### config.mk
export PLATFORM = sky130hd
export DESIGN_NAME = instr_fetch_unit
export DESIGN_NICKNAME = d
export VERILOG_FILES = /design/src/rtl/instr_fetch_unit.sv
export SDC_FILE = /design/constraint.sdc
export NUM_CORES = 1
export LEC_CHECK = 0
export BUFFER_PORTS_ARGS = -buffer_cell sky130_fd_sc_hd__buf_2
export CORE_AREA = 2 2 143 145
export CTS_BUF_LIST = sky130_fd_sc_hd__clkbuf_8 sky130_fd_sc_hd__clkbuf_16
export CTS_CLUSTER_DIAMETER = 200
export DETAILED_ROUTE_END_ITERATION = 12
export DIE_AREA = 0 0 145 147
export SLEW_MARGIN = 20
export SYNTH_ARGS = -nofsm -noshare
export SYNTH_HDL_FRONTEND = slang
export SYNTH_SLANG_ARGS = --single-unit
### constraint.sdc
create_clock -name clk -period 8.2 [get_ports clk]
set_input_delay 0.82 -clock clk [delete_from_list [all_inputs] [get_ports clk]]
set_output_delay 0.82 -clock clk [all_outputs]
set_load 0.05 [all_outputs]
### src/rtl/instr_fetch_unit.sv
// Instruction fetch stage: owns the PC, issues one outstanding imem request at a time,
// buffers returned words in a small FIFO and presents the head to the decoder.
module instr_fetch_unit #(
    parameter logic [31:0] RESET_PC  = 32'h0000_0000,
    parameter int unsigned BUF_DEPTH = 2
) (
    input  logic        clk,
    input  logic        rst,
    output logic        imem_req,
    output logic [31:0] imem_addr,
    input  logic        imem_ready,
    input  logic        imem_rvalid,
    input  logic [31:0] imem_rdata,
    input  logic        branch_taken,
    input  logic [31:0] branch_target,
    input  logic        id_stall,
    output logic        if_valid,
    output logic [31:0] if_instr,
    output logic [31:0] if_pc,
    output logic [5:0]  if_opcode
);

    localparam int unsigned PtrW = $clog2(BUF_DEPTH);
    localparam int unsigned CntW = $clog2(BUF_DEPTH + 1);
    localparam logic [CntW-1:0] Depth = CntW'(BUF_DEPTH);

    typedef enum logic [1:0] {StReq, StWait, StDrop} state_e;

    state_e           r_state;
    logic [31:0]      r_pc;
    logic [31:0]      r_req_pc;
    logic [CntW-1:0]  r_count;
    logic [PtrW-1:0]  r_wr_ptr;
    logic [PtrW-1:0]  r_rd_ptr;
    logic [31:0]      r_buf_instr [BUF_DEPTH];
    logic [31:0]      r_buf_pc    [BUF_DEPTH];

    logic w_has_space;
    logic w_issue;
    logic w_push;
    logic w_pop;
    logic w_unused_tgt_lsb;

    // Handshake decode and combinational presentation of the FIFO head.
    always_comb begin
        w_has_space      = (r_count < Depth);
        w_unused_tgt_lsb = ^branch_target[1:0];
        if_valid         = !rst && (r_count != '0);
        if_instr         = r_buf_instr[r_rd_ptr];
        if_pc            = r_buf_pc[r_rd_ptr];
        if_opcode        = if_instr[31:26];
        // A redirect withdraws a request memory is not taking this cycle; if ready is high
        // the old-address request still goes out and its response is dropped later.
        imem_req         = !rst && (r_state == StReq) && w_has_space
                           && (!branch_taken || imem_ready);
        imem_addr        = r_pc;
        w_issue          = imem_req && imem_ready;
        w_push           = !branch_taken && (r_state == StWait) && imem_rvalid;
        w_pop            = if_valid && !id_stall && !branch_taken;
    end

    // Fetch FSM, PC and FIFO pointers/occupancy; a redirect overrides every other event.
    always_ff @(posedge clk) begin
        if (rst) begin
            r_state  <= StReq;
            r_pc     <= RESET_PC;
            r_req_pc <= RESET_PC;
            r_count  <= '0;
            r_wr_ptr <= '0;
            r_rd_ptr <= '0;
        end else if (branch_taken) begin
            r_pc     <= {branch_target[31:2], 2'b00};
            r_count  <= '0;
            r_wr_ptr <= '0;
            r_rd_ptr <= '0;
            unique case (r_state)
                StReq:   r_state <= w_issue ? StDrop : StReq;
                // A response landing in the redirect cycle is consumed and discarded here.
                StWait:  r_state <= imem_rvalid ? StReq : StDrop;
                StDrop:  r_state <= imem_rvalid ? StReq : StDrop;
                default: r_state <= StReq;
            endcase
        end else begin
            unique case (r_state)
                StReq: begin
                    if (w_issue) begin
                        r_req_pc <= r_pc;
                        r_state  <= StWait;
                    end
                end
                StWait: begin
                    if (imem_rvalid) begin
                        r_pc    <= r_pc + 32'd4;
                        r_state <= StReq;
                    end
                end
                StDrop: begin
                    if (imem_rvalid) begin
                        r_state <= StReq;
                    end
                end
                default: r_state <= StReq;
            endcase
            // Depth is a power of two, so pointers wrap naturally.
            if (w_push) begin
                r_wr_ptr <= r_wr_ptr + PtrW'(1);
            end
            if (w_pop) begin
                r_rd_ptr <= r_rd_ptr + PtrW'(1);
            end
            if (w_push && !w_pop) begin
                r_count <= r_count + CntW'(1);
            end else if (!w_push && w_pop) begin
                r_count <= r_count - CntW'(1);
            end
        end
    end

    // FIFO storage; entries are only observed once counted, so no reset is needed.
    always_ff @(posedge clk) begin
        if (w_push) begin
            r_buf_instr[r_wr_ptr] <= imem_rdata;
            r_buf_pc[r_wr_ptr]    <= r_req_pc;
        end
    end

endmodule

-- Word level (Yosys, flattened, before mapping)
Memory sizes are Yosys's and may differ from the RTL's. A register that Yosys moved wholly into a read port is not among the register bits.
Cells that the tools add are included.
- register bits after elaboration: 70
- bits in writable memories: 128
- bits of input ports: 70
- output and inout bits: 104
- word-level logic and storage cells: 66
- memories kept: 2
- add/subtract/negate cells: 5
- order comparisons: 1
- eq/ne operators: 4
- muxes and demuxes: 18
- bitwise operators: 1
- reduce and logical (&&, ||, !) cells: 28
- memory list (name ; words ; bits a word ; read ports ; clocked after Yosys merged registers in ; write ports ; RTL line ; RTL):
    r_buf_instr ; 2 ; 32 ; 1 ; 1 ; 1 ; 35 ; logic [31:0] r_buf_instr [BUF_DEPTH];
    r_buf_pc ; 2 ; 32 ; 1 ; 1 ; 1 ; 36 ; logic [31:0] r_buf_pc [BUF_DEPTH];
- operators with widths (cell ; number):
    $mux 32 ; 3
    $add 32x3->32 const B ; 1
    $mux 2 ; 7
    $logic_and 1x1->1 ; 11
    $pmux 2 s2 ; 2
    $reduce_bool 2->1 ; 4
    $mux 1 ; 6
    $reduce_and 2->1 ; 3
    $logic_not 1->1 ; 5
    $reduce_or 2->1 ; 2
    $ne 3x1->1 const B ; 1
    $ne 3x3->1 const B ; 1
    $reduce_and 3->1 ; 1
    $add 1x1->1 const B ; 2
    $add 2x1->2 const B ; 1
    $eq 2x1->1 const B ; 1
    $eq 2x2->1 const B ; 1
    $logic_not 2->1 ; 1
    $lt 2x2->1 const B ; 1
    $sub 2x1->2 const B ; 1
    $logic_or 1x1->1 ; 1
    $not 1->1 ; 1

-- Longest topological paths before layout
- depth after elaboration: 8
- mapped depth: 8
- gate-level depth less buffers: 7

-- Worst setup path after synthesis
No wires, ideal clock.
- path kind: input-to-reg
- from: input port branch_taken
- to: memory r_buf_instr[0][0] (enable)
- setup time: 0.558 ns
- arrival time: 5.519 ns
- required time: 7.642 ns
- setup slack: 2.123 ns
- stages: 3
- buffers on the path: 2
- path through: clkbuf_1 -> clkbuf_1 -> nor3_1
- cells in the longest elaborated chain, start to end: 5
- ends and longest elaborated chain (what ; RTL line ; RTL):
    from (decl) ; 14 ; input logic branch_taken,
    $logic_not 1->1 ; 58 ; w_push = !branch_taken && (r_state == StWait) && imem_rvalid;
    $logic_and 1x1->1 (2 in series) ; 58 ;
    $mux 1 ; 121 ; if (w_push) begin
    $mux 1 (not written as such) ; 122 ; r_buf_instr[r_wr_ptr] <= imem_rdata;
    to (decl) ; 35 ;
No other way between the ends.

==> out/metrics.yaml <==
logic_synthesis:
  ys.flop_type: "edfxtp_1"
  async_reset_ff_share_pct: 0
  synthTopCellsByArea: "edfxtp_1, dfxtp_1, mux2_2"
  synth_top_area_share_pct: 47.8
  synth-edff-count: 124
  yosysTopAreaCell: "edfxtp_1"
  seq_area_frac_synth_pct: 65.0
  synth_cells: 616
  ys_warn_count: 0
  avgSynthCellArea_um2: 12.7
  ys_seq_elements: 191
  synth.distinct_cells: 54
  yosysMostFrequentCell: "edfxtp_1"
  yosys-top-cells-count: "edfxtp_1, nand2_1, dfxtp_1"
  synthesis.area_mm2: 0.00780
final_layout:
  area_growth_pct: 20.7
  instances_no_fill: 1052
  final_net_count: 844
  antennaDiodeCount: 0
  fillers: 1798
  drive_gt1_share_pct: 35.7
routing:
  drc: 0
  drtPass1Iterations: 5
  drt_wl_total_um: 17900
  wl_per_cell_um: 17.0
  ant_nets: 0
  vias: 5345
  via_per_inst: 5.08
  first_iter_violations: 368
setup_path:
  cp.required_ps: 7380
  r2r_cells: 4
  r2r_slack_ps: 5670
  crit_fanout: 62
  critPathBufInv: 1
  critPathArrivalTime_ps: 2070
  cp-start-kind: "flip-flop"
  reg2reg_from: "imem_addr[4]"
  cp.depth: 2
  r2r_end: "imem_addr[23]"
  path_cells: "mux2_2 -> buf_2"
  worst-setup-path-type: "reg -> out"
  slowest_delay_ps: 860
  cp_top_family: "flip-flops"
  critPathSlowestCell: "dfxtp_4"
  cp-end-kind: "output pin"
power:
  cellPowerDensity_mw_per_mm2: 213
  swShare_pct: 23.8
  pwr-share-seq_pct: 52.8
  p_int_mw: 1.52
  power.leakage_nw: 3.52
  p_clk_share_pct: 40.4
  pwr-share-comb_pct: 6.7
  netSwitchingPower_mw: 0.477
  peakVddDrop_mv: 0.128
  power_mw: 2.00
cts:
  clock_tree.root_cell: "clkbuf_16"
  clk_pin_slew_ps: 70
  cts_resized: 0
  post_cts_buffers: 0
  cts_tree: "built"
  insertion_delay_ps: 430
  cts_sinks: 191
  htreeDepth: 4
  cts_hold_buf: 0
  cts_inserted_buffers: 17
  cts_buffer_depth: 2
timing:
  tightest_slew_ps: 924
  tns_ps: 0
  setup_viol: 0
  min_period_ps: 2890
  hold_viol: 0
  final.setup_skew_ps: 9.66
  max_freq_ghz: 0.345
  period_share_pct: 35.3
  relSlewSlack_pct: 38.4
  drv_slew: 0
  rsz0062_at_grt: "false"
min_path:
  hold_path_class: "reg -> reg"
  hold_depth: 0
  holdCritStartpoint: "r_req_pc[29]"
  min_delay_worst_endpoint: "r_buf_pc[1][29]"
floorplanning:
  coreArea_mm2: 0.0198
  die_width_um: 145
  fp.dieH_um: 147
  io_pins: 174
  die_area_mm2: 0.0213
  start_util_pct: 39.3
  num_rows: 52
global_routing:
  first_global_vias: 5348
  grt.total_usage_pct: 16.8
  antenna_found_initial: 0
  grt_overflow: 0
  grt_max_degree: 63
  grt_pass1_wl_um: 28100
place:
  port-buffer-count: 167
  placed_cells: 1020
  post-dp-hpwl_um: 11600
  gp_congestion: 0.837
run:
  cap_violations: 0
outcome:
  outcome: "completed"
[kinds of logic after synthesis]
group / share of synthesized area, %
AOI/OAI and AO/OA: 8.18
xor gates and xnor gates: 1.57
adders and majority gates: 0.802
buffers and inverters: 3.06
DFF: 65.0
muxes: 9.08
other: 0.0481
and+or+nand+nor: 12.3
[per-stage QoR]
| step | setup slack [ps] | hold slack (ps) | utilization (%) | area (µm²) |
|---|---|---|---|---|
| final | 5310 | 458 | 47.4 | 9410 |
| after global routing | 5190 | 473 | 47.4 | 9410 |
| after CTS | 5260 | 458 | 47.4 | 9410 |
| after detailed placement | 5400 | 443 | 44.6 | 8840 |
| after global placement | 5460 | 431 | 44.6 | 8840 |
| after floorplan | 2120 | 425 | - | 7810 |
[flip-flops by register name (all words and copies together) (netlist names), named ones only]
signal	cells
r_buf_instr	64
r_buf_pc	60
imem_addr	30
r_req_pc	30
r_count	2
r_state	2
r_rd_ptr	1
r_wr_ptr	1
[placed cells by master (no fill, tap or decap), drive strengths merged, types with 3 or more instances in the layout]
| cell | netlist | layout |
|---|---|---|
| nand4 | 13 | 13 |
| nand2 | 80 | 80 |
| a21oi | 43 | 43 |
| or3 | 8 | 8 |
| mux2 | 62 | 62 |
| or4 | 4 | 4 |
| inv | 10 | 18 |
| o31a | 4 | 4 |
| nor3 | 4 | 4 |
| nand2b | 7 | 7 |
| o21ai | 15 | 15 |
| ha | 5 | 5 |
| nor4 | 10 | 10 |
| a221oi | 3 | 3 |
| clkinv | 1 | 6 |
| a211oi | 10 | 10 |
| xnor2 | 12 | 12 |
| buf | 17 | 173 |
| clkbuf | 25 | 17 |
| nor2 | 33 | 33 |
| and3 | 6 | 6 |
| a311oi | 9 | 9 |
| conb | 1 | 4 |
| edfxtp | 124 | 124 |
| nand3 | 12 | 12 |
| nor2b | 4 | 4 |
| dfxtp | 67 | 67 |
[worst register-to-register path, stage by stage (launching register included)]
cell and delay (ps):
dfxtp_1 470, nand4_1 530, or3_1 720, or4_1 450
a311oi_1 260
[per-layer routing]
metal,vias to the layer above,GRT usage (%),share of wire (%)
met5,-,0,0
met4,0,6.04,1.6
met3,20,4.47,5.6
met2,186,28.5,49
met1,2558,20.6,43
li1,2581,-,-
[power by group through the flow]
stage / registers [mW] / clock network, mW / logic, mW
after floorplan: 1.10 / 0 / 0.0604
after global placement: 1.08 / 0 / 0.133
after detailed placement: 1.08 / 0 / 0.135
after CTS: 1.06 / 0.827 / 0.136
after global routing: 1.06 / 0.867 / 0.144
final: 1.06 / 0.809 / 0.135
[worst max-delay path by stage]
| stage | start | end | slack (ps) |
|---|---|---|---|
| after floorplan | branch_taken | r_buf_instr[0][0] | 2120 |
| after global placement | rst | r_count[1] | 5460 |
| after detailed placement | rst | r_count[1] | 5400 |
| after CTS | flip-flop | if_instr[27] | 5260 |
| after global routing | flip-flop | if_opcode[5] | 5190 |
| final | flip-flop | if_pc[4] | 5310 |
[area by class of cell]
cell class / count / area, µm² / share of cell area, %
multi-input combinational: 375 / 2510 / 26.7
sequential: 191 / 5070 / 53.8
clock inverter: 15 / 144 / 1.53
tap: 270 / 338 / 3.59
timing repair buffer: 173 / 881 / 9.36
clock buffer: 17 / 425 / 4.52
inverter: 11 / 41.3 / 0.439
(Power assumes the default switching activity.)
